File: src/rtl/sc_leaf_ctrl.sv
// Leaf-pair decision controller for a successive-cancellation decoder: accepts LLR pairs,
// decides u(2k)/u(2k+1), and accumulates the decoded frame. Optional macro: FROZEN_SKIP_EN.
module sc_leaf_ctrl (
    input  logic         clk,
    input  logic         rst_n,
    input  logic         start,
    input  logic [1:0]   len_sel,
    input  logic [511:0] frozen_mask,
    input  logic         llr_valid,
    output logic         llr_ready,
    input  logic [16:0]  llr_1,
    input  logic [16:0]  llr_2,
    output logic [7:0]   pair_idx,
    output logic         ps_valid,
    output logic         ps_u1,
    output logic         ps_u2,
    output logic [511:0] dec_bits,
    output logic         busy,
    output logic         done,
    output logic         skip
);

    // state    | meaning
    // IDLE     | waiting for start
    // WAIT_LLR | llr_ready high, waiting for the pair handshake (or a frozen-pair skip)
    // DECIDE   | ps_valid strobe for the decided pair, advance or finish
    // DONE     | done pulse, busy released
    typedef enum logic [1:0] {IDLE, WAIT_LLR, DECIDE, DONE} state_t;

`ifdef FROZEN_SKIP_EN
    localparam logic SKIP_EN = 1'b1;
`else
    localparam logic SKIP_EN = 1'b0;
`endif

    state_t      state;
    logic [1:0]  len_q;
    logic [7:0]  last_idx;
    logic [7:0]  nxt_idx;
    logic [8:0]  bit_lo;
    logic [8:0]  bit_hi;
    logic        f1;
    logic        f2;
    logic        nxt_both_frozen;
    logic        s1;
    logic        s2;
    logic [17:0] ext1;
    logic [17:0] ext2;
    logic [17:0] mag1;
    logic [17:0] mag2;
    logic        comp;
    logic        u1_d;
    logic        u2_d;

    always_comb begin
        case (len_q)
            2'd0:    last_idx = 8'd63;
            2'd1:    last_idx = 8'd127;
            default: last_idx = 8'd255;
        endcase
    end

    assign nxt_idx         = pair_idx + 8'd1;
    assign bit_lo          = {pair_idx, 1'b0};
    assign bit_hi          = {pair_idx, 1'b1};
    assign f1              = frozen_mask[bit_lo];
    assign f2              = frozen_mask[bit_hi];
    assign nxt_both_frozen = frozen_mask[{nxt_idx, 1'b0}] & frozen_mask[{nxt_idx, 1'b1}];

    // 18-bit magnitudes so that |-65536| is representable
    assign s1   = llr_1[16];
    assign s2   = llr_2[16];
    assign ext1 = {llr_1[16], llr_1};
    assign ext2 = {llr_2[16], llr_2};
    assign mag1 = s1 ? (~ext1 + 18'd1) : ext1;
    assign mag2 = s2 ? (~ext2 + 18'd1) : ext2;
    assign comp = (mag1 >= mag2);
    assign u1_d = ~f1 & (s1 ^ s2);
    assign u2_d = ~f2 & (f1 ? (comp ? s1 : s2) : s2);

    always_ff @(posedge clk or negedge rst_n) begin
        if (!rst_n) begin
            state     <= IDLE;
            len_q     <= 2'd0;
            pair_idx  <= 8'd0;
            dec_bits  <= '0;
            llr_ready <= 1'b0;
            ps_valid  <= 1'b0;
            ps_u1     <= 1'b0;
            ps_u2     <= 1'b0;
            busy      <= 1'b0;
            done      <= 1'b0;
            skip      <= 1'b0;
        end else begin
            ps_valid <= 1'b0;
            skip     <= 1'b0;
            done     <= 1'b0;
            case (state)
                IDLE: begin
                    if (start) begin
                        state     <= WAIT_LLR;
                        len_q     <= len_sel;
                        pair_idx  <= 8'd0;
                        dec_bits  <= '0;
                        busy      <= 1'b1;
                        llr_ready <= ~(SKIP_EN & frozen_mask[0] & frozen_mask[1]);
                    end
                end
                WAIT_LLR: begin
                    if (SKIP_EN && f1 && f2) begin
                        state            <= DECIDE;
                        llr_ready        <= 1'b0;
                        ps_valid         <= 1'b1;
                        ps_u1            <= 1'b0;
                        ps_u2            <= 1'b0;
                        skip             <= 1'b1;
                        dec_bits[bit_lo] <= 1'b0;
                        dec_bits[bit_hi] <= 1'b0;
                    end else if (llr_valid && llr_ready) begin
                        // decision is registered at the handshake so it appears in DECIDE
                        state            <= DECIDE;
                        llr_ready        <= 1'b0;
                        ps_valid         <= 1'b1;
                        ps_u1            <= u1_d;
                        ps_u2            <= u2_d;
                        dec_bits[bit_lo] <= u1_d;
                        dec_bits[bit_hi] <= u2_d;
                    end
                end
                DECIDE: begin
                    if (pair_idx == last_idx) begin
                        state <= DONE;
                        done  <= 1'b1;
                    end else begin
                        state     <= WAIT_LLR;
                        pair_idx  <= nxt_idx;
                        llr_ready <= ~(SKIP_EN & nxt_both_frozen);
                    end
                end
                DONE: begin
                    busy  <= 1'b0;
                    state <= IDLE;
                end
                default: state <= IDLE;
            endcase
        end
    end

endmodule

File: config.mk
export PLATFORM = sky130hd
export DESIGN_NAME = sc_leaf_ctrl
export DESIGN_NICKNAME = d
export VERILOG_FILES = /design/src/rtl/sc_leaf_ctrl.sv
export SDC_FILE = /design/constraint.sdc
export NUM_CORES = 1
export LEC_CHECK = 0
export CORE_AREA = 2 2 419 421
export CTS_BUF_LIST = sky130_fd_sc_hd__clkbuf_8 sky130_fd_sc_hd__clkbuf_16
export DETAILED_ROUTE_END_ITERATION = 7
export DIE_AREA = 0 0 421 423
export DONT_BUFFER_PORTS = 1
export PLACE_DENSITY = 0.33
export RECOVER_POWER = 100
export REMOVE_ABC_BUFFERS = 1
export SYNTH_ARGS = -nofsm -noshare
export SYNTH_HDL_FRONTEND = slang
export SYNTH_SLANG_ARGS = --single-unit
File: constraint.sdc
create_clock -name clk -period 3.5 [get_ports clk]
set_input_delay 0.35 -clock clk [delete_from_list [all_inputs] [get_ports clk]]
set_output_delay 0.35 -clock clk [all_outputs]
set_load 0.1 [all_outputs]
==> flow_summary.toml <==
[global_routing]
gr-usage-all-layers = 0.224
antenna_found_initial = 48
grt_pass1_vias = 32100
grt_overflow = 0
grt_pass1_wl_um = 283000
grt_max_degree = 531

[setup_path]
start_kind = "input pin"
reg2reg_slack_ns = -0.31
worstSetupPathType = "in -> reg"
cp_num_buf_inv = 6
crit_required_ns = 4.04
cp_top_family = "simple AND/OR/NAND/NOR gates"
crit_chain = "nor4_4, buf_4, buf_6, nand2b_4, or4_4, buf_6, o31ai_4, xor2_1, ha_1, nand4_1, or4_4, o21ai_4, o22ai_4, or4_4, buf_12, buf_16, buf_16, o2111ai_2, o211ai_1"
endpoint_kind = "register"
slowest_delay_ns = 0.55
critPathMaxFanout = 14
cp_data_arrival_time_ns = 4.45
cp_slowest_cell = "or4_4"
cpMostUsedCell = "or4_4"

[place]
place_hpwl_um = 141000
numPortBuffers = 0
dp_worst_setup_slack_ns = -1.28
routabilityCongestion = 1.02

[run_status]
status = "finished, violations left"
violations = "capacitance limit, slew limit, setup timing"

[sta]
worstMarginPinSlew_ns = 1.69
final_hold_viol_count = 0
finalSetupViolCount = 509
drv_slew = 181
maxSlewHeadroom = -0.127
rsz0062_at_grt = "true"
fin_crit_ns = 3.91
fin_tns_setup_ns = -111.36
clock_skew_ns = 0.0297
fmax_ghz = 0.256
setup_ws_ns = -0.408
fin_crit_sh = 1.12

[cts]
cts_buffers = 75
clkLatencyLatePin_ns = 0.70
cts_buffer_depth = 3
cts_root_buffer = "clkbuf_16"
cts_tree = "built"
cts_max_level = 3
path_clk_slew_ns = 0.06
clock_sinks = 530

[floorplan]
die-height_um = 423
die_w_um = 421
die-area_mm2 = 0.178
row_count = 153
initial_core_util = 0.187
io_pins = 1079
core_mm2 = 0.173

[routing]
drt_iter0_markers = 2619
wl_um = 212000
ant_nets = 0
wl_per_cell_um = 35.1
vias = 32400
drt_first_pass_iters = 7
drc = 0
drt-vias-per-instance = 5.36

[min_path]
hold_path.class = "in -> reg"

[synthesis]
syn_inst = 3511
avgSynthCellArea_um2 = 9.23
synth_edf_count = 0
seq_area_frac_synth = 0.409
yosys_warnings = 0
syn_area_mm2 = 0.0324
synth_flop_cell = "dfrtp_1"
ys_types = 56
async_flop_share = 1.00
yosys_register_bits = 530

[layout]
post_route_cells_drive_above_1_share = 0.259
regArea_mm2 = 0.0133
layout_common_cells = "522 x dfrtp_1, 405 x nand2_1, 286 x nand3_1"
fillerInstances = 18500
final_common_cell = "dfrtp_1"
utilization = 0.249
final_nets = 4188
area_growth_pct = 33.4
multiInputGateArea_mm2 = 0.0190

[power_and_ir_drop]
ir_drop_v = 0.000362
p_sw_uw = 11100
p_leak_uw = 0.0152
power.share.switching = 0.428
pwr-share-clk = 0.309
intPower_uw = 14800
cellPowerDensity_mw_per_mm2 = 598
sequentialPowerShare = 0.254
p_comb_frac = 0.437
total_power_uw = 25800

[run]
maxCapViolCount = 10
-- path summary, 6_finish.rpt --
check / endpoint / from / cells after the start
max in group asynchronous: dec_bits[322] / rst_n / 4
min in group asynchronous: dec_bits[30] / rst_n / 2
hold reg to reg: dec_bits[351] / dec_bits[351] / 2
setup / recovery: dec_bits[367] / llr_2[5] / 19
hold / removal: dec_bits[173] / llr_2[16] / 2
setup reg to reg: dec_bits[367] / pair_idx[0] / 16
-- registers in the layout, summed over array words and instances, names as in the netlist --
name,flops
ps_valid,1
busy,1
pair_idx,8
state,2
llr_ready,1
done,1
len_q,2
ps_u1,1
dec_bits,512
ps_u2,1
-- through the flow --
stage          hold slack (ns)  std cells  area (um2)
2_1_floorplan           0.0544       3101       30500
4_1_cts                 -0.714       5944       41400
6_report                 0.112       6045       43200
3_3_place_gp            0.0651       5768       37100
5_1_grt                 0.0258       6031       43200
3_5_place_dp            0.0673       5768       37100
-- per-layer routing --
metal,share of wire,wire length (um),vias up,global-route usage
li1,-,-,13800,-
met1,0.38,79700,16800,0.256
met2,0.51,108000,1452,0.397
met3,0.057,12000,335,0.0384
met4,0.059,12500,4,0.121
met5,0.00013,27,-,0
-- cells in the mapped netlist (37+ instances only) --
master	count	area share
a22o_1	267	0.072
buf_2	110	0.017
nor4_1	104	0.020
nor2_1	278	0.032
clkbuf_1	252	0.029
nand2_1	420	0.049
o211ai_1	166	0.038
dfrtp_1	530	0.41
o2111ai_1	163	0.044
o21ai_0	375	0.058
o311ai_1	96	0.026
mux2i_1	52	0.016
mux4_2	104	0.072
nand3_1	289	0.045
a22oi_1	37	0.0086
-- cell families (layout without fill, tap and decap cells) --
family / after synthesis / after routing / share of synthesized area
buffers and inverters: 428 / 580 / 0.0596
AOI/OAI and AO/OA: 1168 / 1168 / 0.261
and+or+nand+nor: 1163 / 1163 / 0.161
other: 2 / 59 / 0.000232
DFF: 530 / 530 / 0.409
adders and majority gates: 24 / 24 / 0.00927
xor gates and xnor gates: 36 / 36 / 0.00973
muxes: 160 / 160 / 0.0898
-- power groups by stage --
stage               registers, uW  clock network (uW)  logic, uW
finish                       6560                7990      11300
global placement             6710                   0       9470
global route                 6560                8410      11900
detailed placement           6700                   0       9420
floorplan                    7140                   0       4090
CTS                          6560                8200      10300
-- cell type report --
| class | count | share of cell area |
|---|---|---|
| multi-input combinational | 2554 | 0.440 |
| sequential | 530 | 0.307 |
| timing repair buffer | 434 | 0.123 |
| tap | 2325 | 0.0673 |
| clock buffer | 95 | 0.0506 |
| clock inverter | 34 | 0.00698 |
| antenna | 56 | 0.00324 |
| inverter | 17 | 0.00148 |
-- repair_timing --
item,4_1_cts,5_1_grt
gates cloned,12,21
pin swaps,128,28
buffers inserted,22,18
gates resized for setup,219,249
hold endpoints to repair,682,275
setup endpoints to repair,514,514
hold buffers,13,3
Note: power is estimated with default switching activity, not from simulation.
